===== config.mk =====
export PLATFORM = sky130hd
export DESIGN_NAME = gate_unit
export DESIGN_NICKNAME = d
export VERILOG_FILES = /design/src/rtl/gate_unit_pkg.sv /design/src/rtl/gate_unit_reduce.sv /design/src/rtl/gate_unit.sv
export SDC_FILE = /design/constraint.sdc
export NUM_CORES = 1
export LEC_CHECK = 0
export CAP_MARGIN = 20
export CORE_UTILIZATION = 35
export DETAILED_ROUTE_END_ITERATION = 7
export GPL_TIMING_DRIVEN = 0
export PLACE_DENSITY = 0.67
export SLEW_MARGIN = 30
export SYNTH_ARGS = -nofsm -noshare
export SYNTH_HDL_FRONTEND = slang
export SYNTH_HIERARCHICAL = 1
export SYNTH_SLANG_ARGS = --single-unit

===== constraint.sdc =====
create_clock -name clk -period 1.9 [get_ports clk]
set_input_delay 0.475 -clock clk [delete_from_list [all_inputs] [get_ports clk]]
set_output_delay 0.475 -clock clk [all_outputs]
set_load 0.005 [all_outputs]

===== src/rtl/gate_unit_pkg.sv =====
// Shared op-code definitions for the gate_unit bitwise reduction pipeline.
package gate_unit_pkg;

  typedef enum logic [2:0] {
    OP_AND  = 3'd0,
    OP_OR   = 3'd1,
    OP_XOR  = 3'd2,
    OP_NAND = 3'd3,
    OP_NOR  = 3'd4,
    OP_XNOR = 3'd5,
    OP_NOT  = 3'd6,
    OP_BUF  = 3'd7
  } gate_op_e;

endpackage


===== src/rtl/gate_unit_reduce.sv =====
// Combinational bitwise reduction over the unmasked operands (module gate_reduce).
module gate_reduce
  import gate_unit_pkg::*;
#(
  parameter int unsigned WIDTH = 8,
  parameter int unsigned NIN   = 4
) (
  input  logic [NIN*WIDTH-1:0] data,
  input  logic [NIN-1:0]       mask,
  input  gate_op_e             op,
  output logic [WIDTH-1:0]     result
);

  logic [WIDTH-1:0] acc_and;
  logic [WIDTH-1:0] acc_or;
  logic [WIDTH-1:0] acc_xor;

  // Masked operands fall out as the identity of each reduction.
  always_comb begin
    acc_and = '1;
    acc_or  = '0;
    acc_xor = '0;
    for (int unsigned k = 0; k < NIN; k++) begin
      if (mask[k]) begin
        acc_and = acc_and & data[k*WIDTH +: WIDTH];
        acc_or  = acc_or  | data[k*WIDTH +: WIDTH];
        acc_xor = acc_xor ^ data[k*WIDTH +: WIDTH];
      end
    end
  end

  always_comb begin
    result = '0;
    case (op)
      OP_AND:  result = acc_and;
      OP_OR:   result = acc_or;
      OP_XOR:  result = acc_xor;
      OP_NAND: result = ~acc_and;
      OP_NOR:  result = ~acc_or;
      OP_XNOR: result = ~acc_xor;
      OP_NOT:  result = ~data[WIDTH-1:0];
      OP_BUF:  result = data[WIDTH-1:0];
      default: result = '0;
    endcase
  end

endmodule


===== src/rtl/gate_unit.sv =====
// Two-stage valid/ready bitwise gate pipeline: S1 holds operands, S2 holds result.
// Optional out_parity port enabled by defining GATE_UNIT_PARITY_EN.
module gate_unit
  import gate_unit_pkg::*;
#(
  parameter int unsigned WIDTH = 8,
  parameter int unsigned NIN   = 4
) (
  input  logic                 clk,
  input  logic                 rst_n,
  input  logic                 in_valid,
  output logic                 in_ready,
  input  logic [NIN*WIDTH-1:0] in_data,
  input  logic [NIN-1:0]       in_mask,
  input  logic [2:0]           in_op,
  output logic                 out_valid,
  input  logic                 out_ready,
  output logic [WIDTH-1:0]     out_data,
  output logic [2:0]           out_op
`ifdef GATE_UNIT_PARITY_EN
  ,
  output logic                 out_parity
`endif
);

  logic                 s1_valid_q, s1_valid_d;
  logic [NIN*WIDTH-1:0] s1_data_q, s1_data_d;
  logic [NIN-1:0]       s1_mask_q, s1_mask_d;
  gate_op_e             s1_op_q, s1_op_d;
  logic                 s2_valid_q, s2_valid_d;
  logic [WIDTH-1:0]     s2_data_q, s2_data_d;
  gate_op_e             s2_op_q, s2_op_d;
  logic                 s2_free;
  logic                 s2_load;
  logic                 in_fire;
  logic [WIDTH-1:0]     reduce_result;

  gate_reduce #(
    .WIDTH(WIDTH),
    .NIN  (NIN)
  ) u_reduce (
    .data  (s1_data_q),
    .mask  (s1_mask_q),
    .op    (s1_op_q),
    .result(reduce_result)
  );

  // in_ready is gated by rst_n so it reads 0 throughout reset.
  always_comb begin
    s2_free  = !s2_valid_q || out_ready;
    s2_load  = s1_valid_q && s2_free;
    in_ready = rst_n && (!s1_valid_q || s2_free);
    in_fire  = in_valid && in_ready;

    s1_valid_d = s1_valid_q;
    s1_data_d  = s1_data_q;
    s1_mask_d  = s1_mask_q;
    s1_op_d    = s1_op_q;
    if (!s1_valid_q || s2_free) begin
      s1_valid_d = in_fire;
    end
    if (in_fire) begin
      s1_data_d = in_data;
      s1_mask_d = in_mask;
      s1_op_d   = gate_op_e'(in_op);
    end

    s2_valid_d = s2_free ? s1_valid_q : s2_valid_q;
    s2_data_d  = s2_load ? reduce_result : s2_data_q;
    s2_op_d    = s2_load ? s1_op_q : s2_op_q;
  end

  always_ff @(posedge clk or negedge rst_n) begin
    if (!rst_n) begin
      s1_valid_q <= 1'b0;
      s1_data_q  <= '0;
      s1_mask_q  <= '0;
      s1_op_q    <= OP_AND;
      s2_valid_q <= 1'b0;
      s2_data_q  <= '0;
      s2_op_q    <= OP_AND;
    end else begin
      s1_valid_q <= s1_valid_d;
      s1_data_q  <= s1_data_d;
      s1_mask_q  <= s1_mask_d;
      s1_op_q    <= s1_op_d;
      s2_valid_q <= s2_valid_d;
      s2_data_q  <= s2_data_d;
      s2_op_q    <= s2_op_d;
    end
  end

  assign out_valid = s2_valid_q;
  assign out_data  = s2_data_q;
  assign out_op    = s2_op_q;

`ifdef GATE_UNIT_PARITY_EN
  logic parity_q, parity_d;

  always_comb begin
    parity_d = s2_load ? ^reduce_result : parity_q;
  end

  always_ff @(posedge clk or negedge rst_n) begin
    if (!rst_n) begin
      parity_q <= 1'b0;
    end else begin
      parity_q <= parity_d;
    end
  end

  assign out_parity = parity_q;
`endif

endmodule


# Word-level counts from Yosys, hierarchy flattened
# Cells that the tools add are included.
[op_classes] muxes=12 n_bitwise=13 reduce_logical=8 n_eq_ne=7
[op_table] cell="8-bit two-way mux" count=11
[op_table] cell="8-bit one-hot mux with 8 select lines" count=1
[op_table] cell="8-bit inverter" count=4
[op_table] cell="8-bit AND" count=3
[op_table] cell="8-bit bitwise OR" count=3
[op_table] cell="8-bit bitwise XOR" count=3
[op_table] cell="3-bit equality test (second input constant)" count=4
[op_table] cell="3-bit by 2-bit equality test with 1-bit output (second input constant)" count=2
[op_table] cell="3-bit by 1-bit equality test with 1-bit output (second input constant)" count=1
[op_table] cell="1-bit logical AND" count=3
[op_table] cell="3-bit zero test" count=1
[op_table] cell="1-bit zero test" count=2
[op_table] cell="1-bit logical OR" count=2
[word_totals] inputBits=43 wordCells=47 output_inout_bits=13 ff_bits=52

# Depth between registers and ports, before layout
[depth] ltp_word=9 mapped_depth=9 ltp_nobuf=7

# Cells and area by module
# The synthesis kept the hierarchy.
[modules_own_cells] mod="gate_unit" seq_area_each_um2=1301.2 cells_per_inst=115 area_each_um2=1994.4 n_inst=1
[modules_own_cells] mod="gate_reduce" seq_area_each_um2=0.0 cells_per_inst=167 area_each_um2=1261.2 n_inst=1

# Worst setup path before layout
# Ideal clock, no wire load.
[synth_path] path_kind="flip-flop to flip-flop" from="register s1_data_q[5]" to="register s2_data_q[5], in the netlist out_data[5]" arrival_ns=1.698 setup_time_ns=0.125 stages_incl_launch_ff=8 synth_period_minus_slack_ns=1.822 setup_slack_ns=0.078 cell_sequence="dfrtp_1 > nand2_1 > ha_1 > a22oi_4 > xnor2_2 > mux2i_1 > a32oi_1 > mux2_2"
[synth_between] elab_chain_len=9 word_cells_on_any_way=25 cone_classes="mux (12); bitwise (13)"
[synth_rtl] element="start: declaration" line="gate_unit.sv:27" rtl="logic [NIN*WIDTH-1:0] s1_data_q, s1_data_d;"
[synth_rtl] element="start signal: assignment" line="gate_unit.sv:84" rtl="s1_data_q <= s1_data_d;"
[synth_rtl] element="8-bit two-way mux" line="gate_unit_reduce.sv:24" rtl="if (mask[k]) begin"
[synth_rtl] element="8-bit bitwise XOR (tied with other cells)" line="gate_unit_reduce.sv:27" rtl="acc_xor = acc_xor ^ data[k*WIDTH +: WIDTH];"
[synth_rtl] element="8-bit two-way mux" line="gate_unit_reduce.sv:24"
[synth_rtl] element="8-bit bitwise XOR (tied with other cells)" line="gate_unit_reduce.sv:27"
[synth_rtl] element="8-bit two-way mux" line="gate_unit_reduce.sv:24"
[synth_rtl] element="8-bit bitwise XOR (tied with other cells)" line="gate_unit_reduce.sv:27"
[synth_rtl] element="8-bit two-way mux" line="gate_unit_reduce.sv:24"
[synth_rtl] element="8-bit inverter (on tied branches)" line="gate_unit_reduce.sv:40, gate_unit_reduce.sv:38, gate_unit_reduce.sv:39"
[synth_rtl] element="8-bit one-hot mux with 8 select lines *" line="gate_unit_reduce.sv:34" rtl="case (op)"
[synth_rtl] element="named net reduce_result[5]" line="gate_unit.sv:36" rtl="logic [WIDTH-1:0] reduce_result;"
[synth_rtl] element="end signal: assignment" line="gate_unit.sv:88" rtl="s2_data_q <= s2_data_d;"
[synth_rtl] element="end: declaration" line="gate_unit.sv:31" rtl="logic [WIDTH-1:0] s2_data_q, s2_data_d;"
# The timed path passes the listed nets; every way through them passes the cells marked *.
# A chain may end at the register's enable or synchronous reset.

# Worst setup path after layout
[layout_path] from="register s1_mask_q[0]" to="register s2_data_q[0], in the netlist out_data[0]"
[layout_between] elab_chain_len=9 word_cells_on_any_way=24 cone_classes="mux (12); bitwise (12)"
[layout_rtl] element="start: declaration" line="gate_unit.sv:28" rtl="logic [NIN-1:0] s1_mask_q, s1_mask_d;"
[layout_rtl] element="start signal: assignment" line="gate_unit.sv:85" rtl="s1_mask_q <= s1_mask_d;"
[layout_rtl] element="8-bit two-way mux" line="gate_unit_reduce.sv:24"
[layout_rtl] element="8-bit bitwise XOR (tied with other cells)" line="gate_unit_reduce.sv:27"
[layout_rtl] element="8-bit two-way mux" line="gate_unit_reduce.sv:24"
[layout_rtl] element="8-bit bitwise XOR (tied with other cells)" line="gate_unit_reduce.sv:27"
[layout_rtl] element="8-bit two-way mux" line="gate_unit_reduce.sv:24"
[layout_rtl] element="8-bit bitwise XOR (tied with other cells)" line="gate_unit_reduce.sv:27"
[layout_rtl] element="8-bit two-way mux" line="gate_unit_reduce.sv:24"
[layout_rtl] element="8-bit inverter (on tied branches)" line="gate_unit_reduce.sv:40, gate_unit_reduce.sv:38, gate_unit_reduce.sv:39"
[layout_rtl] element="8-bit one-hot mux with 8 select lines *" line="gate_unit_reduce.sv:34"
[layout_rtl] element="named net reduce_result[0]" line="gate_unit.sv:36"
# Marks and branches as above.

==> qor.yml <==
cpPeakStageDelay_ps: 430
ys_seq_area_frac: 0.3997
pwr-share-comb: 0.464
layout_common_cells: "53 x clkdlybuf4s50_1, 49 x dfrtp_1, 35 x mux2_2"
yosysWarnings: 6
syn_inst: 282
hpwl_um: 5592
end_kind: "flop"
crit_end: "out_data[0]"
grt_antenna_before_repair: 0
die_area_um2: 9691
cp_max_fo: 5
cts_tree: "yes"
routedWlPerCell_um: 18.68
rsz0062_at_grt: "true"
fin_ws_ps: -138.7
critical_path_depth: 8
vias: 2553
fp.dieH_um: 98.45
busiest_layer: "met2"
r2r_end: "out_data[0]"
vdd_ir_drop_max_mv: 0.3917
grt_util_met3: 0.03759
fin_crit_ps: 2039
use_met2: 0.2990
grt_usage: 0.1847
grt_pass1_vias: 2725
row_count: 34
critPathSlowestCell: "dfrtp_2"
ant_nets: 0
synth-seq-cells: 52
p_sw_frac: 0.3332
syn_area_um2: 3256
cts_root_buffer: "clkbuf_8"
setup_viol: 8
required_ps: 2100
dr.first_iter.drc_count: 203
clkTransAtPathRegs_ps: 100
overflow: 0
n_antenna_cell: 0
drt_pass1_iterations: 8
hp-class: "input pin to async pin"
clk_path_buf_depth: 2
cts.sinks: 52
fmax_mhz: 490.5
yosys.cell_types.count: 35
switchingPower_mw: 1.514
path_delay_family: "multiplexers"
die_x_um: 98.45
gp_congestion: 0.8561
status: "finished, violations left"
r2r-start: "s1_mask_q[0]"
setup_tns_ps: -694.4
holdWs_ps: 9.802
rr_worst_depth: 8
synth.avg_cell_area_um2: 11.54
syn_nets: 333
wl_um: 8555
violations: "design-rule violations, negative setup slack"
fin_worst_skew_ps: 13.32
grtUsageMet1: 0.2403
drc_errors: 1
crit_type: "flop to flop"
crit_chain: "buf_6, nand2_1, ha_1, a22oi_2, xnor2_1, mux2i_1, a32oi_1, mux2_2"
worstSetupStartpoint: "s1_mask_q[0]"
grt_max_degree: 29
cts_buffers: 5
io_buffers: 55
final_common_cell: "clkdlybuf4s50_1"
pwr-share-clk: 0.185
max-slew-margin-rel: 0.5548
tightest_slew_ps: 665.4
coreArea_um2: 8848
layout_worst_path_cycle_share: 1.073
htree_levels: 2
hold_viol_final: 0
clock_latency_ps: 310
cellLeakagePower_nw: 1.817
crit_arrival_ps: 2240
final_util: 0.4924
area_growth_pct: 33.82
seqPwrFrac: 0.351
nets: 400
critPathBufInv: 1
start_kind: "flop"
vias_per_cell: 5.574
io-pin-count: 56
drive_above_1_share: 0.3657
grt_pass1_wl_um: 14010
p_int_mw: 3.030
p_total_mw: 4.544
powerDensity_nw_per_um2: 1043
start_util: 0.3679
r2r_slack_ps: -140
drv_slew: 0
drv_cap: 0
flip-flops by register name (all words and copies together) (netlist names):
name / cells
s1_mask_q: 4
out_op: 3
out_valid: 1
s1_op_q: 3
out_data: 8
s1_data_q: 32
s1_valid_q: 1
repair_timing:
| action | in CTS | in global routing |
|---|---|---|
| gates resized for setup | 34 | 30 |
| endpoints found under the setup margin | 9 | 10 |
| hold buffers | 0 | 0 |
| buffers inserted | 5 | 0 |
| pin swaps | 22 | 16 |
| gates cloned | 2 | 0 |
metal layers:
layer	wire length [µm]	vias to the layer above	share of wire
li1	-	1157	-
met1	3754	1267	0.44
met2	4063	101	0.47
met3	483	28	0.056
met4	255	0	0.030
met5	0	-	0
power by group through the flow:
stage,Clock [mW],Sequential [mW],Combinational [mW]
final,0.841,1.60,2.11
after global routing,0.907,1.64,2.25
after CTS,0.862,1.59,2.02
after detailed placement,0,1.60,1.81
after global placement,0,1.59,1.77
after floorplan,0,1.55,1.23
Yosys cell counts:
cell,n,share of area
nor3b_2,1,0.0038
or2_2,7,0.013
and2_1,2,0.0038
buf_4,1,0.0023
clkdlybuf4s25_2,2,0.0061
nand2b_1,2,0.0038
mux2_4,10,0.046
clkbuf_8,1,0.0042
o22ai_1,16,0.031
nand3b_1,1,0.0023
xnor2_1,14,0.038
buf_8,1,0.0046
nand2_1,35,0.040
xor2_1,8,0.022
nor2_1,2,0.0023
nor3_1,1,0.0015
buf_1,1,0.0012
ha_1,8,0.031
nor2b_4,2,0.0085
inv_2,1,0.0012
buf_6,3,0.010
a22oi_1,14,0.032
dfrtp_1,52,0.40
o2111ai_1,8,0.022
inv_1,11,0.013
mux2_2,40,0.14
xnor2_2,2,0.010
buf_2,5,0.0077
a22oi_4,2,0.013
buf_12,1,0.0061
or2_0,1,0.0019
a32oi_1,8,0.022
dlymetal6s2s_1,1,0.0038
and3b_1,2,0.0054
mux2i_1,16,0.049
layout make-up:
class	count	area, µm²
plain buffers	14	133.9
clock buffers	7	96.34
clock inverters	1	30.03
fillers	815	4492
inverters	12	63.81
multi-input cells	202	1966
flip-flops and latches	52	1305
well taps	108	135.1
repair buffers	62	626.9
kinds of logic (layout without fill, tap and decap cells):
| kind of cell | after synthesis | count (layout) | share of synthesized area |
|---|---|---|---|
| AOI/OAI and AO/OA | 48 | 48 | 0.1191 |
| and+or+nand+nor | 56 | 56 | 0.08724 |
| DFF | 52 | 52 | 0.3997 |
| xor gates and xnor gates | 24 | 24 | 0.06918 |
| muxes | 66 | 66 | 0.2337 |
| adders and majority gates | 8 | 8 | 0.03075 |
| buffers and inverters | 28 | 96 | 0.06033 |
stage by stage:
step / cell area [µm²] / setup WS, ps / cells
3_3_place_gp: 3941 / -2194 / 445
6_report: 4357 / -138.7 / 458
4_1_cts: 4312 / -112.7 / 460
2_1_floorplan: 3256 / 77.51 / 282
3_5_place_dp: 3959 / -424.3 / 446
5_1_grt: 4357 / -199.9 / 458
worst min path at each step:
stage / start / to / slack [ps] / cells after the start
3_3_place_gp: s1_valid_q / out_valid / 470 / 1
2_1_floorplan: rst_n / out_data[0] / 180 / 0
4_1_cts: rst_n / s1_data_q[1] / 20 / 1
5_1_grt: rst_n / s1_data_q[11] / 10 / 1
6_report: rst_n / s1_data_q[11] / 10 / 1
3_5_place_dp: rst_n / s1_data_q[11] / 420 / 1
worst reg2reg max path, stage by stage, from the launching register on:
cell     delay [ps]
dfrtp_2         430
buf_6           160
nand2_1          60
ha_1            280
a22oi_2         210
xnor2_1         170
mux2i_1         210
a32oi_1         130
mux2_2          290
No activity file was read; power rests on OpenSTA's default activity.
